## config.mk

```make
export PLATFORM = sky130hd
export DESIGN_NAME = router_fsm_flat
export DESIGN_NICKNAME = d
export VERILOG_FILES = /design/src/rtl/router_fsm_if.sv /design/src/rtl/router_fsm.sv /design/src/flat_wrapper.sv
export SDC_FILE = /design/constraint.sdc
export NUM_CORES = 1
export LEC_CHECK = 0
export BUFFER_PORTS_ARGS = -buffer_cell sky130_fd_sc_hd__buf_4
export CORE_MARGIN = 8
export CORE_UTILIZATION = 50
export CTS_CLUSTER_DIAMETER = 50
export DETAILED_ROUTE_END_ITERATION = 6
export GPL_ROUTABILITY_DRIVEN = 0
export PLACE_DENSITY = 0.79
export SYNTH_ARGS = -nofsm -noshare
export SYNTH_HDL_FRONTEND = slang
export SYNTH_SLANG_ARGS = --single-unit
```

## constraint.sdc

```tcl
create_clock -name clock -period 4.24 [get_ports clock]
set_input_delay 0.424 -clock clock [delete_from_list [all_inputs] [get_ports clock]]
set_output_delay 0.424 -clock clock [all_outputs]
set_load 0.05 [all_outputs]
```

## src/rtl/router_fsm_if.sv

```systemverilog
// Signal bundle between the router input side / synchronizer and the packet-reception FSM.
// Handshake: the source drives pkt_valid/data_in and must hold data_in while busy is high.
interface router_fsm_if;
    logic       pkt_valid;
    logic [1:0] data_in;
    logic       fifo_full;
    logic       fifo_empty_0;
    logic       fifo_empty_1;
    logic       fifo_empty_2;
    logic       soft_reset_0;
    logic       soft_reset_1;
    logic       soft_reset_2;
    logic       parity_done;
    logic       low_pkt_valid;
    logic       detect_add;
    logic       lfd_state;
    logic       ld_state;
    logic       laf_state;
    logic       full_state;
    logic       write_enb_reg;
    logic       rst_int_reg;
    logic       busy;
    logic [2:0] fsm_state;

    modport master (
        output pkt_valid, data_in, fifo_full, fifo_empty_0, fifo_empty_1, fifo_empty_2,
               soft_reset_0, soft_reset_1, soft_reset_2, parity_done, low_pkt_valid,
        input  detect_add, lfd_state, ld_state, laf_state, full_state, write_enb_reg,
               rst_int_reg, busy, fsm_state
    );

    modport slave (
        input  pkt_valid, data_in, fifo_full, fifo_empty_0, fifo_empty_1, fifo_empty_2,
               soft_reset_0, soft_reset_1, soft_reset_2, parity_done, low_pkt_valid,
        output detect_add, lfd_state, ld_state, laf_state, full_state, write_enb_reg,
               rst_int_reg, busy, fsm_state
    );
endinterface

```

## src/rtl/router_fsm.sv

```systemverilog
// Packet-reception controller for the 1x3 router: address decode, header/payload/parity
// load sequencing, FIFO-full stalls and timeout (soft reset) recovery.
module router_fsm (
    input logic         clock,
    input logic         resetn,
    router_fsm_if.slave bus
);
    typedef enum logic [2:0] {
        DECODE_ADDRESS     = 3'd0,
        LOAD_FIRST_DATA    = 3'd1,
        LOAD_DATA          = 3'd2,
        LOAD_PARITY        = 3'd3,
        CHECK_PARITY_ERROR = 3'd4,
        FIFO_FULL_STATE    = 3'd5,
        LOAD_AFTER_FULL    = 3'd6,
        WAIT_TILL_EMPTY    = 3'd7
    } state_e;

    state_e     state_q, state_d;
    logic [1:0] addr_q;
    logic [1:0] sel_addr;
    logic       sel_empty;
    logic       sel_soft;
    logic       detect_add_q, lfd_state_q, ld_state_q, laf_state_q, full_state_q;
    logic       write_enb_reg_q, rst_int_reg_q, busy_q;

    // The header byte is still on data_in during decode, so it selects directly there.
    always_comb begin
        sel_addr  = (state_q == DECODE_ADDRESS) ? bus.data_in : addr_q;
        sel_empty = 1'b0;
        sel_soft  = 1'b0;
        case (sel_addr)
            2'd0:    begin sel_empty = bus.fifo_empty_0; sel_soft = bus.soft_reset_0; end
            2'd1:    begin sel_empty = bus.fifo_empty_1; sel_soft = bus.soft_reset_1; end
            2'd2:    begin sel_empty = bus.fifo_empty_2; sel_soft = bus.soft_reset_2; end
            default: begin sel_empty = 1'b0;             sel_soft = 1'b0;             end
        endcase
    end

    always_comb begin
        state_d = state_q;
        if (state_q != DECODE_ADDRESS && sel_soft) begin
            state_d = DECODE_ADDRESS;
        end else begin
            case (state_q)
                DECODE_ADDRESS: begin
                    if (bus.pkt_valid && bus.data_in != 2'd3)
                        state_d = sel_empty ? LOAD_FIRST_DATA : WAIT_TILL_EMPTY;
                end
                LOAD_FIRST_DATA:    state_d = LOAD_DATA;
                LOAD_DATA: begin
                    if (bus.fifo_full)       state_d = FIFO_FULL_STATE;
                    else if (!bus.pkt_valid) state_d = LOAD_PARITY;
                end
                LOAD_PARITY:        state_d = CHECK_PARITY_ERROR;
                CHECK_PARITY_ERROR: state_d = bus.fifo_full ? FIFO_FULL_STATE : DECODE_ADDRESS;
                FIFO_FULL_STATE:    state_d = bus.fifo_full ? FIFO_FULL_STATE : LOAD_AFTER_FULL;
                LOAD_AFTER_FULL: begin
                    if (bus.parity_done)        state_d = DECODE_ADDRESS;
                    else if (bus.low_pkt_valid) state_d = LOAD_PARITY;
                    else                        state_d = LOAD_DATA;
                end
                WAIT_TILL_EMPTY:    state_d = sel_empty ? LOAD_FIRST_DATA : WAIT_TILL_EMPTY;
                default:            state_d = DECODE_ADDRESS;
            endcase
        end
    end

    // Strobes are registered from the next state so they line up with state_q.
    always_ff @(posedge clock) begin
        if (!resetn) begin
            state_q         <= DECODE_ADDRESS;
            addr_q          <= 2'd0;
            detect_add_q    <= 1'b1;
            lfd_state_q     <= 1'b0;
            ld_state_q      <= 1'b0;
            laf_state_q     <= 1'b0;
            full_state_q    <= 1'b0;
            write_enb_reg_q <= 1'b0;
            rst_int_reg_q   <= 1'b0;
            busy_q          <= 1'b0;
        end else begin
            state_q <= state_d;
            if (state_q == DECODE_ADDRESS && bus.pkt_valid)
                addr_q <= bus.data_in;
            detect_add_q    <= (state_d == DECODE_ADDRESS);
            lfd_state_q     <= (state_d == LOAD_FIRST_DATA);
            ld_state_q      <= (state_d == LOAD_DATA);
            laf_state_q     <= (state_d == LOAD_AFTER_FULL);
            full_state_q    <= (state_d == FIFO_FULL_STATE);
            write_enb_reg_q <= (state_d == LOAD_DATA) || (state_d == LOAD_PARITY) ||
                               (state_d == LOAD_AFTER_FULL);
            rst_int_reg_q   <= (state_d == CHECK_PARITY_ERROR);
            busy_q          <= (state_d != DECODE_ADDRESS) && (state_d != LOAD_DATA);
        end
    end

    assign bus.detect_add    = detect_add_q;
    assign bus.lfd_state     = lfd_state_q;
    assign bus.ld_state      = ld_state_q;
    assign bus.laf_state     = laf_state_q;
    assign bus.full_state    = full_state_q;
    assign bus.write_enb_reg = write_enb_reg_q;
    assign bus.rst_int_reg   = rst_int_reg_q;
    assign bus.busy          = busy_q;
    assign bus.fsm_state     = state_q;
endmodule

```

## src/flat_wrapper.sv

```systemverilog
// flat-port wrapper written by rule: the top's interface ports become plain ports
module router_fsm_flat 
  (clock, resetn, bus_pkt_valid, bus_data_in, bus_fifo_full, bus_fifo_empty_0, bus_fifo_empty_1, bus_fifo_empty_2, bus_soft_reset_0, bus_soft_reset_1, bus_soft_reset_2, bus_parity_done, bus_low_pkt_valid, bus_detect_add, bus_lfd_state, bus_ld_state, bus_laf_state, bus_full_state, bus_write_enb_reg, bus_rst_int_reg, bus_busy, bus_fsm_state);
  router_fsm_if bus_i ();
  input logic clock;
  input logic resetn;
  input wire logic [$bits(bus_i.pkt_valid)-1:0] bus_pkt_valid;
  input wire logic [$bits(bus_i.data_in)-1:0] bus_data_in;
  input wire logic [$bits(bus_i.fifo_full)-1:0] bus_fifo_full;
  input wire logic [$bits(bus_i.fifo_empty_0)-1:0] bus_fifo_empty_0;
  input wire logic [$bits(bus_i.fifo_empty_1)-1:0] bus_fifo_empty_1;
  input wire logic [$bits(bus_i.fifo_empty_2)-1:0] bus_fifo_empty_2;
  input wire logic [$bits(bus_i.soft_reset_0)-1:0] bus_soft_reset_0;
  input wire logic [$bits(bus_i.soft_reset_1)-1:0] bus_soft_reset_1;
  input wire logic [$bits(bus_i.soft_reset_2)-1:0] bus_soft_reset_2;
  input wire logic [$bits(bus_i.parity_done)-1:0] bus_parity_done;
  input wire logic [$bits(bus_i.low_pkt_valid)-1:0] bus_low_pkt_valid;
  output wire logic [$bits(bus_i.detect_add)-1:0] bus_detect_add;
  output wire logic [$bits(bus_i.lfd_state)-1:0] bus_lfd_state;
  output wire logic [$bits(bus_i.ld_state)-1:0] bus_ld_state;
  output wire logic [$bits(bus_i.laf_state)-1:0] bus_laf_state;
  output wire logic [$bits(bus_i.full_state)-1:0] bus_full_state;
  output wire logic [$bits(bus_i.write_enb_reg)-1:0] bus_write_enb_reg;
  output wire logic [$bits(bus_i.rst_int_reg)-1:0] bus_rst_int_reg;
  output wire logic [$bits(bus_i.busy)-1:0] bus_busy;
  output wire logic [$bits(bus_i.fsm_state)-1:0] bus_fsm_state;
  assign bus_i.pkt_valid = bus_pkt_valid;
  assign bus_i.data_in = bus_data_in;
  assign bus_i.fifo_full = bus_fifo_full;
  assign bus_i.fifo_empty_0 = bus_fifo_empty_0;
  assign bus_i.fifo_empty_1 = bus_fifo_empty_1;
  assign bus_i.fifo_empty_2 = bus_fifo_empty_2;
  assign bus_i.soft_reset_0 = bus_soft_reset_0;
  assign bus_i.soft_reset_1 = bus_soft_reset_1;
  assign bus_i.soft_reset_2 = bus_soft_reset_2;
  assign bus_i.parity_done = bus_parity_done;
  assign bus_i.low_pkt_valid = bus_low_pkt_valid;
  assign bus_detect_add = bus_i.detect_add;
  assign bus_lfd_state = bus_i.lfd_state;
  assign bus_ld_state = bus_i.ld_state;
  assign bus_laf_state = bus_i.laf_state;
  assign bus_full_state = bus_i.full_state;
  assign bus_write_enb_reg = bus_i.write_enb_reg;
  assign bus_rst_int_reg = bus_i.rst_int_reg;
  assign bus_busy = bus_i.busy;
  assign bus_fsm_state = bus_i.fsm_state;
  router_fsm u_core (.clock(clock), .resetn(resetn), .bus(bus_i));
endmodule
```

After elaboration in Yosys (flattened, before gate mapping)
Index checks and enable logic that the tools add are counted.
{ "totals": {"output_inout_bits": 11, "ff_bits": 13, "word_cells": 51} }
{ "classes": {"eq_ne": 17, "n_reduce_logical": 11, "n_mux": 13} }
{ "op_table": {"columns": ["operator", "count"], "rows": [
  ["$pmux 3 s8", 1],
  ["$eq 3x3->1 const B", 7],
  ["$mux 3", 7],
  ["$eq 3x2->1 const B", 4],
  ["$eq 3x1->1 const B", 2],
  ["$logic_not 3->1", 2],
  ["$pmux 1 s3", 2],
  ["$reduce_bool 3->1", 2],
  ["$logic_and 1x1->1", 4],
  ["$mux 2", 2],
  ["$ne 3x2->1 const B", 1],
  ["$eq 2x1->1 const B", 1],
  ["$eq 2x2->1 const B", 1],
  ["$logic_not 2->1", 1],
  ["$logic_or 1x1->1", 2],
  ["$ne 2x2->1 const B", 1],
  ["$mux 1", 1]
]} }

Logic depth before layout (Yosys ltp)
{ "logic_depth": {"ltp_word": 11, "mapped_depth": 5, "mapped_depth_nobuf": 4} }

Worst setup path after synthesis
No wires, ideal clock.
{ "synth_timing": {"path_type": "reg-to-reg", "from": "register u_core.state_q[2] (netlist: u_core.bus.fsm_state[2])", "to": "register u_core.laf_state_q (netlist: u_core.bus.laf_state)", "arrival_time_ns": 1.705, "slack_ns": 2.396, "n_path_buf": 1, "setup_ns": 0.139, "synth_period_minus_slack_ns": 1.844, "required_time_ns": 4.101, "path_stages_with_launch": 6, "cell_sequence": "dfxtp_1 buf_6 nor3_4 or3_1 a21oi_1 a2111oi_2"} }
{ "synth_via": {"elab_chain_len": 9} }
{ "synth_lines": {"columns": ["item", "line", "source"], "rows": [
  ["start, declared", "router_fsm.sv:19", "state_e state_q, state_d;"],
  ["start signal, assigned", "router_fsm.sv:83", "state_q <= state_d;"],
  ["$logic_not 3->1", "router_fsm.sv:29, router_fsm.sv:45", null],
  ["$mux 2", "router_fsm.sv:29", "sel_addr = (state_q == DECODE_ADDRESS) ? bus.data_in : addr_q;"],
  ["$eq 2x2->1, or another cell as far along", "router_fsm.sv:32", "case (sel_addr)"],
  ["$pmux 1 s3", "router_fsm.sv:32", null],
  ["$mux 3", "router_fsm.sv:48, router_fsm.sv:63", null],
  ["$mux 3", "router_fsm.sv:47", "if (bus.pkt_valid && bus.data_in != 2'd3)"],
  ["$pmux 3 s8", "router_fsm.sv:45", "case (state_q)"],
  ["$mux 3 *", "router_fsm.sv:42", "if (state_q != DECODE_ADDRESS && sel_soft) begin"],
  ["$eq 3x3->1 *", "router_fsm.sv:89", "laf_state_q <= (state_d == LOAD_AFTER_FULL);"],
  ["end signal, assigned", "router_fsm.sv:89", null],
  ["end, declared", "router_fsm.sv:24", "logic detect_add_q, lfd_state_q, ld_state_q, laf_state_q, full_state_q;"]
]} }
Mark *: on every way between the ends. The rest lies on a longest branch, timed or not.
A chain may end at the register's enable or synchronous reset.

Worst setup path in the final report
{ "layout_timing": {"from": "register u_core.state_q[1] (netlist: u_core.bus.fsm_state[1])", "to": "register u_core.ld_state_q (netlist: u_core.bus.ld_state)"} }
{ "layout_via": {"elab_chain_len": 9} }
{ "layout_lines": {"columns": ["item", "line", "source"], "rows": [
  ["$logic_not 3->1", "router_fsm.sv:29, router_fsm.sv:45", null],
  ["$mux 2", "router_fsm.sv:29", null],
  ["$eq 2x2->1, or another cell as far along", "router_fsm.sv:32", null],
  ["$pmux 1 s3", "router_fsm.sv:32", null],
  ["$mux 3", "router_fsm.sv:48, router_fsm.sv:63", null],
  ["$mux 3", "router_fsm.sv:47", null],
  ["$pmux 3 s8", "router_fsm.sv:45", null],
  ["$mux 3 *", "router_fsm.sv:42", null],
  ["$eq 3x2->1 *", "router_fsm.sv:88", "ld_state_q <= (state_d == LOAD_DATA);"],
  ["end signal, assigned", "router_fsm.sv:88", null],
  ["end, declared", "router_fsm.sv:24", null]
]} }
Marks and branches as above.

==> metrics <==
Post-Syn Nets 90; Max Cap Violations 0; PortBufs 24; final period utilization a little over two fifths; P&R area growth vs syn 26.8%; multiplexer share of the synthesized area 5.87%; Critical Path RT 4.38 ns; Post-synth ARST share 0%; Final Hold Viols 0; DR pass1 iterations 4; status completed; CTS tree built; Hold Buf Count CTS 0; Sink Count 13; gr usage total 14.5%; postcts setup bufs 0; clock transition at the registers of the reported paths 0.08 ns; Seq cells post-synth 13; global-route wire length before repair 3.22 mm; Synth area leaders dfxtp_1 34%, a2111oi_2 5.9%, mux2i_1 3.9%; total gr overflow 0; synth cell count leaders 13 x dfxtp_1, 5 x inv_1, 4 x a21oi_1; Leak 0.388 nW; die area 3040 um^2; YS warnings 0; FMAX 557 MHz; Via density around 6; # nets final 116; # diodes 0; most frequent cell after synthesis dfxtp_1; Slew @ Worst Pin approximately 0.49 ns; Compound-Gate Fraction of Synth Area 32.8%; Avg Cell Area, Syn 10.1 um^2; Simple-Gate Fraction of Synth Area 22.2%; Remaining DRCs 0; EDFF count, synth 0; Max VDD drop 0.591 mV; chip height 55.2 um; Cells after Synth 76; Reg-to-Reg Start u_core.bus.fsm_state[1]; min Tclk post-route 1.80 ns; Netlist Area Pre-Place 767 um^2; hold path start resetn; post-synth top area share 33.9%; CP max FO 14; largest net degree at the start of global routing 15; dpl cells 113; Final Non-Filler Cells ~120; vias in the first global route 732; layout cells sized above 1 39.6%; min-delay worst type primary input to register; core area 1470 um^2; CTS Buffer Depth 2; Yosys cell types 41; Skew-Pair Late Insertion Delay 0.27 ns; Rel. slew slack 67.5%; Seq/Total Area, Yosys 33.9%; Setup Crit Path Kind register to register; final wirelength between 1.5 and 2 mm; unrepaired setup endpoints after global routing no; Root Buffer clkbuf_4; Worst Path Arrival 1.94 ns; Synth Area in XOR/XNOR 0%; fillers 121; Crit. End Element register; CTS Buf Count 3; crit path launch type register; setup_tns 0 ns; max reg flops 3; initial core utilization between 50% and 60%; crit path from u_core.bus.fsm_state[1]; Top FF cell, synth dfxtp_1; num rows 14; IO Pins 25; initial antenna violation count 0; antenna viol nets, final 0; die width 55.2 um; Starting DRT DRC Count 11; area leader, netlist dfxtp_1; post-CTS sizing 0; drt wl/cell 15.9 um; area share of fa/ha/maj cells after synthesis 0%; H-tree lvl count 1; PwrDens 885 nW/um^2; Slew Limit Fails 0; Clock Skew 0.00132 ns; Via Count 705; setup violators final 0; combinational family with the most area after synthesis compound AO/OA/AOI/OAI gates
==> stage by stage <==
| stage | power, mW | utilization [%] | worst slack [ns] | hold slack, ns | area [um^2] |
|---|---|---|---|---|---|
| 2_1_floorplan | 0.661 | - | 2.40 | 0.475 | 767 |
| 3_3_place_gp | 0.775 | 64.3 | 2.47 | 0.507 | 946 |
| 3_5_place_dp | 0.782 | 64.3 | 2.46 | 0.532 | 946 |
| 4_1_cts | 0.861 | 66.1 | 2.45 | 0.389 | 972 |
| 5_1_grt | 0.923 | 66.1 | 2.27 | 0.388 | 972 |
| 6_report | 0.860 | 66.1 | 2.44 | 0.391 | 972 |
==> kinds of logic after synthesis <==
kind of cell,Yosys count
mux,4
flops,13
simple gates,24
buf+inv,8
compound gates,27
==> worst max-delay path, stage by stage, from the launching register on <==
cell and delay, ns:
dfxtp_1 0.63, nor3_4 0.13, or3_1 0.42, a21oi_1 0.40, a2111oi_2 0.09
==> path summary, 6_finish.rpt <==
check	to	slack (ns)	cells after the start
worst max-delay path	u_core.bus.ld_state	2.44	4
worst min-delay path	u_core.bus.detect_add	0.39	2
worst max register to register	u_core.bus.ld_state	2.44	4
worst min register to register	u_core.addr_q[0]	0.54	2
==> report_power, final <==
group	internal, mW	switching, mW
combinational	0.196	0.356
clock	0.0364	0.0389
sequential	0.166	0.0669
==> routing by layer <==
layer  wire (um)  global-route usage (%)
met4          41                    7.60
met5           0                       0
met2         860                    22.2
met3         160                    5.61
met1         796                    17.1
==> final cells by class <==
type,instances,area (um^2),area share [%]
Timing Repair Buffer,24,180,18.5
Clock buffer,4,26.3,2.70
Multi-Input combinational cell,55,467,48.0
Tap cell,16,20.0,2.06
Inverter,5,18.8,1.93
Sequential cell,13,260,26.8
==> cell usage in the layout, fill, tap and decap left out, drive strengths merged, types with 2 or more instances in the layout <==
| cell type | synthesis | final |
|---|---|---|
| clkbuf | 0 | 4 |
| mux2i | 3 | 3 |
| or2 | 2 | 2 |
| o21ai | 4 | 4 |
| a21oi | 5 | 5 |
| nor3 | 2 | 2 |
| a2111oi | 3 | 3 |
| buf | 3 | 24 |
| o221ai | 2 | 2 |
| nand3 | 3 | 3 |
| inv | 5 | 5 |
| nand2 | 2 | 2 |
| dfxtp | 13 | 13 |
| nor3b | 2 | 2 |
| nor2 | 3 | 3 |
| nand2b | 2 | 2 |
| o21bai | 2 | 2 |
No activity file was read; power rests on OpenSTA's default activity.
